===== config.mk =====
export PLATFORM = sky130hd
export DESIGN_NAME = traffic_phase_ctrl
export DESIGN_NICKNAME = d
export VERILOG_FILES = /design/src/rtl/traffic_phase_ctrl.sv
export SDC_FILE = /design/constraint.sdc
export NUM_CORES = 1
export LEC_CHECK = 0
export BUFFER_PORTS_ARGS = -buffer_cell sky130_fd_sc_hd__buf_2
export CAP_MARGIN = 20
export CORE_ASPECT_RATIO = 1.2
export CORE_UTILIZATION = 55
export CTS_CLUSTER_DIAMETER = 80
export DETAILED_ROUTE_END_ITERATION = 10
export MAX_ROUTING_LAYER = met4
export PLACE_DENSITY_LB_ADDON = 0.08
export SLEW_MARGIN = 20
export SYNTH_ARGS = -nofsm -noshare
export SYNTH_HDL_FRONTEND = slang
export SYNTH_SLANG_ARGS = --single-unit

===== constraint.sdc =====
create_clock -name clk -period 3.25 [get_ports clk]
set_input_delay 0.325 -clock clk [delete_from_list [all_inputs] [get_ports clk]]
set_output_delay 0.325 -clock clk [all_outputs]
set_load 0.03 [all_outputs]

===== src/rtl/traffic_phase_ctrl.sv =====
// traffic_phase_ctrl: sequences the NS/EW lamp phases for a crossing.
// It requests 10 s / 20 s intervals from an external timer and advances on
// the timer's done pulses. A watchdog latches a terminal FAULT (all red) if
// the timer stops answering.
// Optional feature macro: TPC_EMERGENCY_EN adds the 'emergency' input.
// While 'emergency' is held, the lamps stay all red; on release the cycle
// restarts at NS green.
module traffic_phase_ctrl #(
  parameter logic [31:0] WDOG_CYCLES = 32'd2_100_000_000
) (
  input  logic       clk,
  input  logic       rst,
  input  logic       enable,
`ifdef TPC_EMERGENCY_EN
  input  logic       emergency,
`endif
  input  logic       done_10s,
  input  logic       done_20s,
  output logic       start_10s,
  output logic       start_20s,
  output logic [2:0] ns_light,
  output logic [2:0] ew_light,
  output logic       fault,
  output logic [7:0] round_cnt
);

  typedef enum logic [2:0] {
    IDLE  = 3'd0,
    NS_G  = 3'd1,
    NS_Y  = 3'd2,
    EW_G  = 3'd3,
    EW_Y  = 3'd4,
    FAULT = 3'd5
`ifdef TPC_EMERGENCY_EN
    ,
    EMERG = 3'd6
`endif
  } state_t;

  localparam logic [2:0] LAMP_RED    = 3'b100;
  localparam logic [2:0] LAMP_YELLOW = 3'b010;
  localparam logic [2:0] LAMP_GREEN  = 3'b001;

  state_t      state;
  state_t      next_state;
  logic        waiting;
  logic        waiting_next;
  logic [31:0] wdog_cnt;
  logic [31:0] wdog_next;
  logic        expire;
  logic        round_inc;
  logic        start_10s_next;
  logic        start_20s_next;
  logic [2:0]  ns_next;
  logic [2:0]  ew_next;

  function automatic logic is_green(input state_t s);
    return (s == NS_G) || (s == EW_G);
  endfunction

  function automatic logic is_yellow(input state_t s);
    return (s == NS_Y) || (s == EW_Y);
  endfunction

  // The watchdog fires on the edge where the waiting-cycle count would reach the limit.
  assign expire = waiting && ((wdog_cnt + 32'd1) >= WDOG_CYCLES);

  // Next-state selection: watchdog beats emergency, which beats the phase's own done.
  always_comb begin
    next_state = state;
    round_inc  = 1'b0;
    if (expire) begin
      next_state = FAULT;
    end
`ifdef TPC_EMERGENCY_EN
    else if (emergency && (state != FAULT)) begin
      next_state = EMERG;
    end
`endif
    else begin
      case (state)
        IDLE: begin
          if (enable) next_state = NS_G;
        end
        NS_G: begin
          if (waiting && done_20s) next_state = NS_Y;
        end
        NS_Y: begin
          if (waiting && done_10s) next_state = EW_G;
        end
        EW_G: begin
          if (waiting && done_20s) next_state = EW_Y;
        end
        EW_Y: begin
          if (waiting && done_10s) begin
            round_inc  = 1'b1;
            next_state = enable ? NS_G : IDLE;
          end
        end
        FAULT: begin
          next_state = FAULT;
        end
`ifdef TPC_EMERGENCY_EN
        EMERG: begin
          next_state = NS_G;
        end
`endif
        default: begin
          next_state = IDLE;
        end
      endcase
    end
  end

  // Decode lamps, entry pulses and watchdog bookkeeping from the state being entered.
  always_comb begin
    ns_next = LAMP_RED;
    ew_next = LAMP_RED;
    case (next_state)
      NS_G:    ns_next = LAMP_GREEN;
      NS_Y:    ns_next = LAMP_YELLOW;
      EW_G:    ew_next = LAMP_GREEN;
      EW_Y:    ew_next = LAMP_YELLOW;
      default: begin end
    endcase
    start_20s_next = is_green(next_state)  && (next_state != state);
    start_10s_next = is_yellow(next_state) && (next_state != state);
    waiting_next   = (is_green(next_state) || is_yellow(next_state)) &&
                     (next_state == state);
    wdog_next = 32'd0;
    if (waiting_next && waiting) wdog_next = wdog_cnt + 32'd1;
  end

  // Register the state together with every output so the lamps change on the same edge.
  always_ff @(posedge clk) begin
    if (rst) begin
      state     <= IDLE;
      waiting   <= 1'b0;
      wdog_cnt  <= 32'd0;
      start_10s <= 1'b0;
      start_20s <= 1'b0;
      ns_light  <= LAMP_RED;
      ew_light  <= LAMP_RED;
      fault     <= 1'b0;
      round_cnt <= 8'd0;
    end else begin
      state     <= next_state;
      waiting   <= waiting_next;
      wdog_cnt  <= wdog_next;
      start_10s <= start_10s_next;
      start_20s <= start_20s_next;
      ns_light  <= ns_next;
      ew_light  <= ew_next;
      fault     <= (next_state == FAULT);
      round_cnt <= round_inc ? (round_cnt + 8'd1) : round_cnt;
    end
  end

endmodule


# [Word-level counts from Yosys, hierarchy flattened]
# Cells that the tools add are included.
[totals] register_bits=53 latch_bits=0 ram_bits=0 romBits=0 inputBits=5 word_cells=50 n_memories=0
[classes] add_sub_neg=2 mul=0 div_mod_pow=0 order_cmp=1 n_eq_ne=12 shift=0 mux=13 bitwise_logic=1 n_reduce_logical=12
[ops] op="32-bit by 1-bit adder with 32-bit output, second input constant" count=1
[ops] op="32-bit by 31-bit greater-or-equal comparator with 1-bit output, second input constant" count=1
[ops] op="3-bit two-way mux" count=6
[ops] op="3-bit case mux with 6 select lines" count=1
[ops] op="3-bit by 2-bit equality test with 1-bit output, second input constant" count=4
[ops] op="3-bit equality test, second input constant" count=4
[ops] op="3-bit case mux with 2 select lines" count=2
[ops] op="8-bit by 1-bit adder with 8-bit output, second input constant" count=1
[ops] op="1-bit logical AND" count=7
[ops] op="3-bit by 1-bit equality test with 1-bit output, second input constant" count=2
[ops] op="1-bit two-way mux" count=4
[ops] op="3-bit equality test" count=1
[ops] op="3-bit zero test" count=1
[ops] op="1-bit logical OR" count=3
[ops] op="3-bit != test" count=1
[ops] op="2-bit OR reduction" count=1
[ops] op="1-bit NOT" count=1

# [Longest topological paths before layout]
[logic_depth] ltp_word=11 ltp_mapped=12 mapped_depth_nobuf=9

# [Least setup slack after synthesis]
# Ideal clock, no wire load.
[synth_timing] path_type="register to register" start="register wdog_cnt[0]" end="register round_cnt[5]" setup_time_ps=123 t_arrival_ps=3127 required_ps=3127 slack_ps=0 path_stages_with_launch=11 n_path_buf=1 period_less_slack_ps=3250 cell_sequence="dfxtp_1 -> ha_1 -> nand3_2 -> nor2_1 -> mux2_2 -> a221o_1 -> o2111a_1 -> or4_4 -> buf_6 -> a2111oi_4 -> mux2_1"
[synth_between] elab_chain_len=4
[synth_lines] item="start: declaration" line="48" rtl="logic [31:0] wdog_cnt;"
[synth_lines] item="start signal: assignment" line="149" rtl="wdog_cnt <= wdog_next;"
[synth_lines] item="32-bit by 1-bit adder with 32-bit output" line="66" rtl="assign expire = waiting && ((wdog_cnt + 32'd1) >= WDOG_CYCLES);"
[synth_lines] item="32-bit by 31-bit greater-or-equal comparator with 1-bit output" line="66"
[synth_lines] item="1-bit logical AND" line="66"
[synth_lines] item="1-bit two-way mux" line="72" rtl="if (expire) begin"
[synth_lines] item="end signal: assignment" line="155" rtl="round_cnt <= round_inc ? (round_cnt + 8'd1) : round_cnt;"
[synth_lines] item="end: declaration" line="24" rtl="output logic [7:0] round_cnt"
# No other way between the ends.
# A chain may end at the register's enable or synchronous reset.

# [Final worst setup path]
[layout_timing] start="register wdog_cnt[12]" end="register round_cnt[6]"
# Same word-level chain as after synthesis.

==> metrics <==
share of cells above drive strength 1=23.1%; CTS tree=yes; fraction of registers with async set/reset=0%; core box area=5410 um^2; H-tree depth=2; ratio of final minimum period to clock period=95.8%; worst setup path start=wdog_cnt[12]; max-slew violation count=0; fin crit period=3.11 ns; detailed placer's ending HPWL=5.20 mm; kind of capture point of the worst setup path=register; area of the die=6050 um^2; DRC=0; most repeated cell in the gate-level netlist after synthesis=sky130_fd_sc_hd__dfxtp_1; total non-filler cell area in the finished layout=3580 um^2; transition time at the pin with the least slew margin=0.547 ns; Final Worst Setup Slack=0.138 ns; synthesized flop and latch total=53; Top delay family on crit path=simple AND/OR/NAND/NOR gates; placed cell areas=3400 um^2; die width=71.2 um; number of hold violations in the final report=0; final number of setup-violating endpoints=0; share of the synthesized area in the top cell type=33.6%; per-cell routed wire length=15.5 um; synthesis-to-finish area growth=13.5%; antenna cell count=0; number of iterations in the first detailed-routing pass=4; Tot Pwr=1.16 mW; total standard cell area after synthesis=3160 um^2; final weighted congestion in routability-driven placement=0.926; sequential cell area fraction in the yosys report=33.6%; Sinks on Clock Net=53; worst path cell trace=buf_4 -> nand4_1 -> nor4_4 -> nand2_1 -> a221o_1 -> o2111a_1 -> or4_4 -> a211oi_1 -> mux2_2; CP max stage delay=0.62 ns; Num CTS Buffers=5; hold_ws=0.369 ns; total track usage=25.2%; effective utilization at floorplan=58.4%; class of the tightest hold or removal check=primary input to register; leak pwr=1.34 nW; post-synthesis instance total=381; clk root buf=sky130_fd_sc_hd__clkbuf_8; number of nets in the final layout=414; Cell Count Post-Placement=459; pre-CTS setup slack=0.0283 ns; Synth Area per Inst=8.29 um^2; antenna violations before repair=0; count of buffers from port buffering=21; number of vias per cell after detailed routing=6.16; vias in the first global route=2,676; CTS clock-pin slew for the worst setup and hold paths=0.10 ns; number of standard-cell rows in the floorplan=29; endpoint required time on the critical path=3.46 ns; final sum of negative setup slack=0 ns; commonest cells in the netlist=53 x sky130_fd_sc_hd__dfxtp_1, 37 x sky130_fd_sc_hd__nor2_1, 34 x sky130_fd_sc_hd__nor3_1, 27 x sky130_fd_sc_hd__nand2_1, 23 x sky130_fd_sc_hd__nand3_1; arrival time at the worst endpoint=3.33 ns; Worst Skew=0.00625 ns; routed via count=2,887; number of nets with antenna violations after routing=0; Post-synth EDFFs=0; IO Pins=22; top cell type by total area after synthesis=sky130_fd_sc_hd__dfxtp_1; dominant register cell in the synthesized netlist=sky130_fd_sc_hd__dfxtp_1; number of nets in the synthesized netlist=389; Max Clock Freq=321 MHz; critical path type=register to register; slowest cell on the critical path=sky130_fd_sc_hd__or4_4; Cell Pwr Density=325 nW/um^2; overall die height=85.0 um; maximum count of clock buffers along a single path=2; critical-path maximum fanout=8; drt total wl=7.25 mm; Rel. slew slack=63.5%; clock insertion delay at the later pin of the skew report=0.31 ns; first-pass GRT wire length=12.0 mm; Setup crit start kind=register; initial detailed-routing violation count=146; number of warnings issued by yosys=0; Buffers & Inverters on Critical Path=1; Layout Cells excl Fill=469; maximum ir drop on the vdd rail=0.000249 V; cells taking the most area after synthesis=sky130_fd_sc_hd__dfxtp_1 34%, sky130_fd_sc_hd__nor3_1 5.4%, sky130_fd_sc_hd__nor2_1 4.4%, sky130_fd_sc_hd__xnor2_1 3.9%, sky130_fd_sc_hd__nand3_1 3.6%; status=finished clean; maximum number of pins on one net before global-route repair=33; worst min-delay path startpoint=rst; FF-to-FF Start=wdog_cnt[12]; max-cap viol count=0; final core area utilization=66.3%; Unique masters post-synth=66; leftover overflow at the end of global routing=0
==> final timing paths <==
path                  endpoint  slack (ns)  cells past startpoint
setup reg to reg  round_cnt[6]        0.14                      9
setup / recovery  round_cnt[6]        0.14                      9
hold reg to reg    wdog_cnt[0]        0.43                      1
hold / removal    round_cnt[0]        0.37                      2
==> area by class of cell <==
type,count,area [um^2]
Clock buffer,5,68.8
Fill cell,461,1820
Sequential cell,53,1070
Timing Repair Buffer,46,305
Multi-Input combinational cell,292,2010
Clock inverter,3,21.3
Tap cell,62,77.6
Inverter,8,30.0
==> cell usage in the layout (no fill, tap or decap), types with 2 or more instances in the layout <==
cell                        synthesis  routed
sky130_fd_sc_hd__a31oi_1            4       4
sky130_fd_sc_hd__and3_1             9       8
sky130_fd_sc_hd__inv_1              8       8
sky130_fd_sc_hd__buf_4              0      24
sky130_fd_sc_hd__clkbuf_8           0       5
sky130_fd_sc_hd__dfxtp_2            0       7
sky130_fd_sc_hd__nand4_1           16      16
sky130_fd_sc_hd__nor4_4             1       4
sky130_fd_sc_hd__a21o_1             4       4
sky130_fd_sc_hd__nor2_1            37      36
sky130_fd_sc_hd__and4_1             5       5
sky130_fd_sc_hd__dfxtp_1           53      46
sky130_fd_sc_hd__mux2_2             5       5
sky130_fd_sc_hd__o21ai_0            8       7
sky130_fd_sc_hd__xor2_1            13      13
sky130_fd_sc_hd__or2_2              3       3
sky130_fd_sc_hd__ha_1               3       2
sky130_fd_sc_hd__mux2_1             2       2
sky130_fd_sc_hd__mux2i_1            2       2
sky130_fd_sc_hd__nor2b_1            7       7
sky130_fd_sc_hd__nand2b_1           2       2
sky130_fd_sc_hd__nand3b_1           3       3
sky130_fd_sc_hd__a211o_1            2       2
sky130_fd_sc_hd__nand3_1           23      23
sky130_fd_sc_hd__nand2_1           27      27
sky130_fd_sc_hd__buf_2             11      21
sky130_fd_sc_hd__nor4_1             6       4
sky130_fd_sc_hd__o2111ai_1          3       3
sky130_fd_sc_hd__o211ai_1           2       2
sky130_fd_sc_hd__a21oi_1            5       5
sky130_fd_sc_hd__a211oi_1          10       9
sky130_fd_sc_hd__nor3b_1            2       2
sky130_fd_sc_hd__and2_1             2       2
sky130_fd_sc_hd__xnor2_1           14      14
sky130_fd_sc_hd__o31ai_1            3       3
sky130_fd_sc_hd__nand4_4            1       2
sky130_fd_sc_hd__o21a_1             3       3
sky130_fd_sc_hd__nor4_2             3       2
sky130_fd_sc_hd__nor3_1            34      33
==> layer usage <==
layer  track usage [%]  up-vias  wire, um
li1                  -     1441         -
met5                 -        -         0
met1              28.0     1344      3040
met3              3.44       28       222
met2              43.5       74      3740
met4              13.3        0       245
==> flip-flops by register name, indices dropped and copies added (netlist names) <==
name	cells
wdog_cnt	32
round_cnt	8
ew_light	3
ns_light	3
state	3
fault	1
start_10s	1
start_20s	1
waiting	1
==> logic make-up (layout without fill, tap and decap cells) <==
logic type                 Yosys count  in the layout  synth area share [%]
DFF                                 53             53                  33.6
muxes                                9              9                  3.13
buffers and inverters               36             62                  4.99
AOI/OAI and AO/OA                   61             61                  15.7
other                                1              1                 0.119
adders and majority gates            3              3                  1.19
and+or+nand+nor                    191            191                  33.8
xor gates and xnor gates            27             27                  7.49
==> where the power goes <==
part / leakage, nW / switching, mW / internal, mW
Sequential: 0.432 / 0.0158 / 0.661
Clock: 0.0445 / 0.226 / 0.153
Combinational: 0.859 / 0.0728 / 0.0357
==> what timing repair did <==
item | 4_1_cts | 5_1_grt
setup buffers | 0 | 2
gates resized for setup | 0 | 20
hold buffers | 0 | 0
endpoints found under the setup margin | 0 | 43
(Power assumes the default switching activity.)
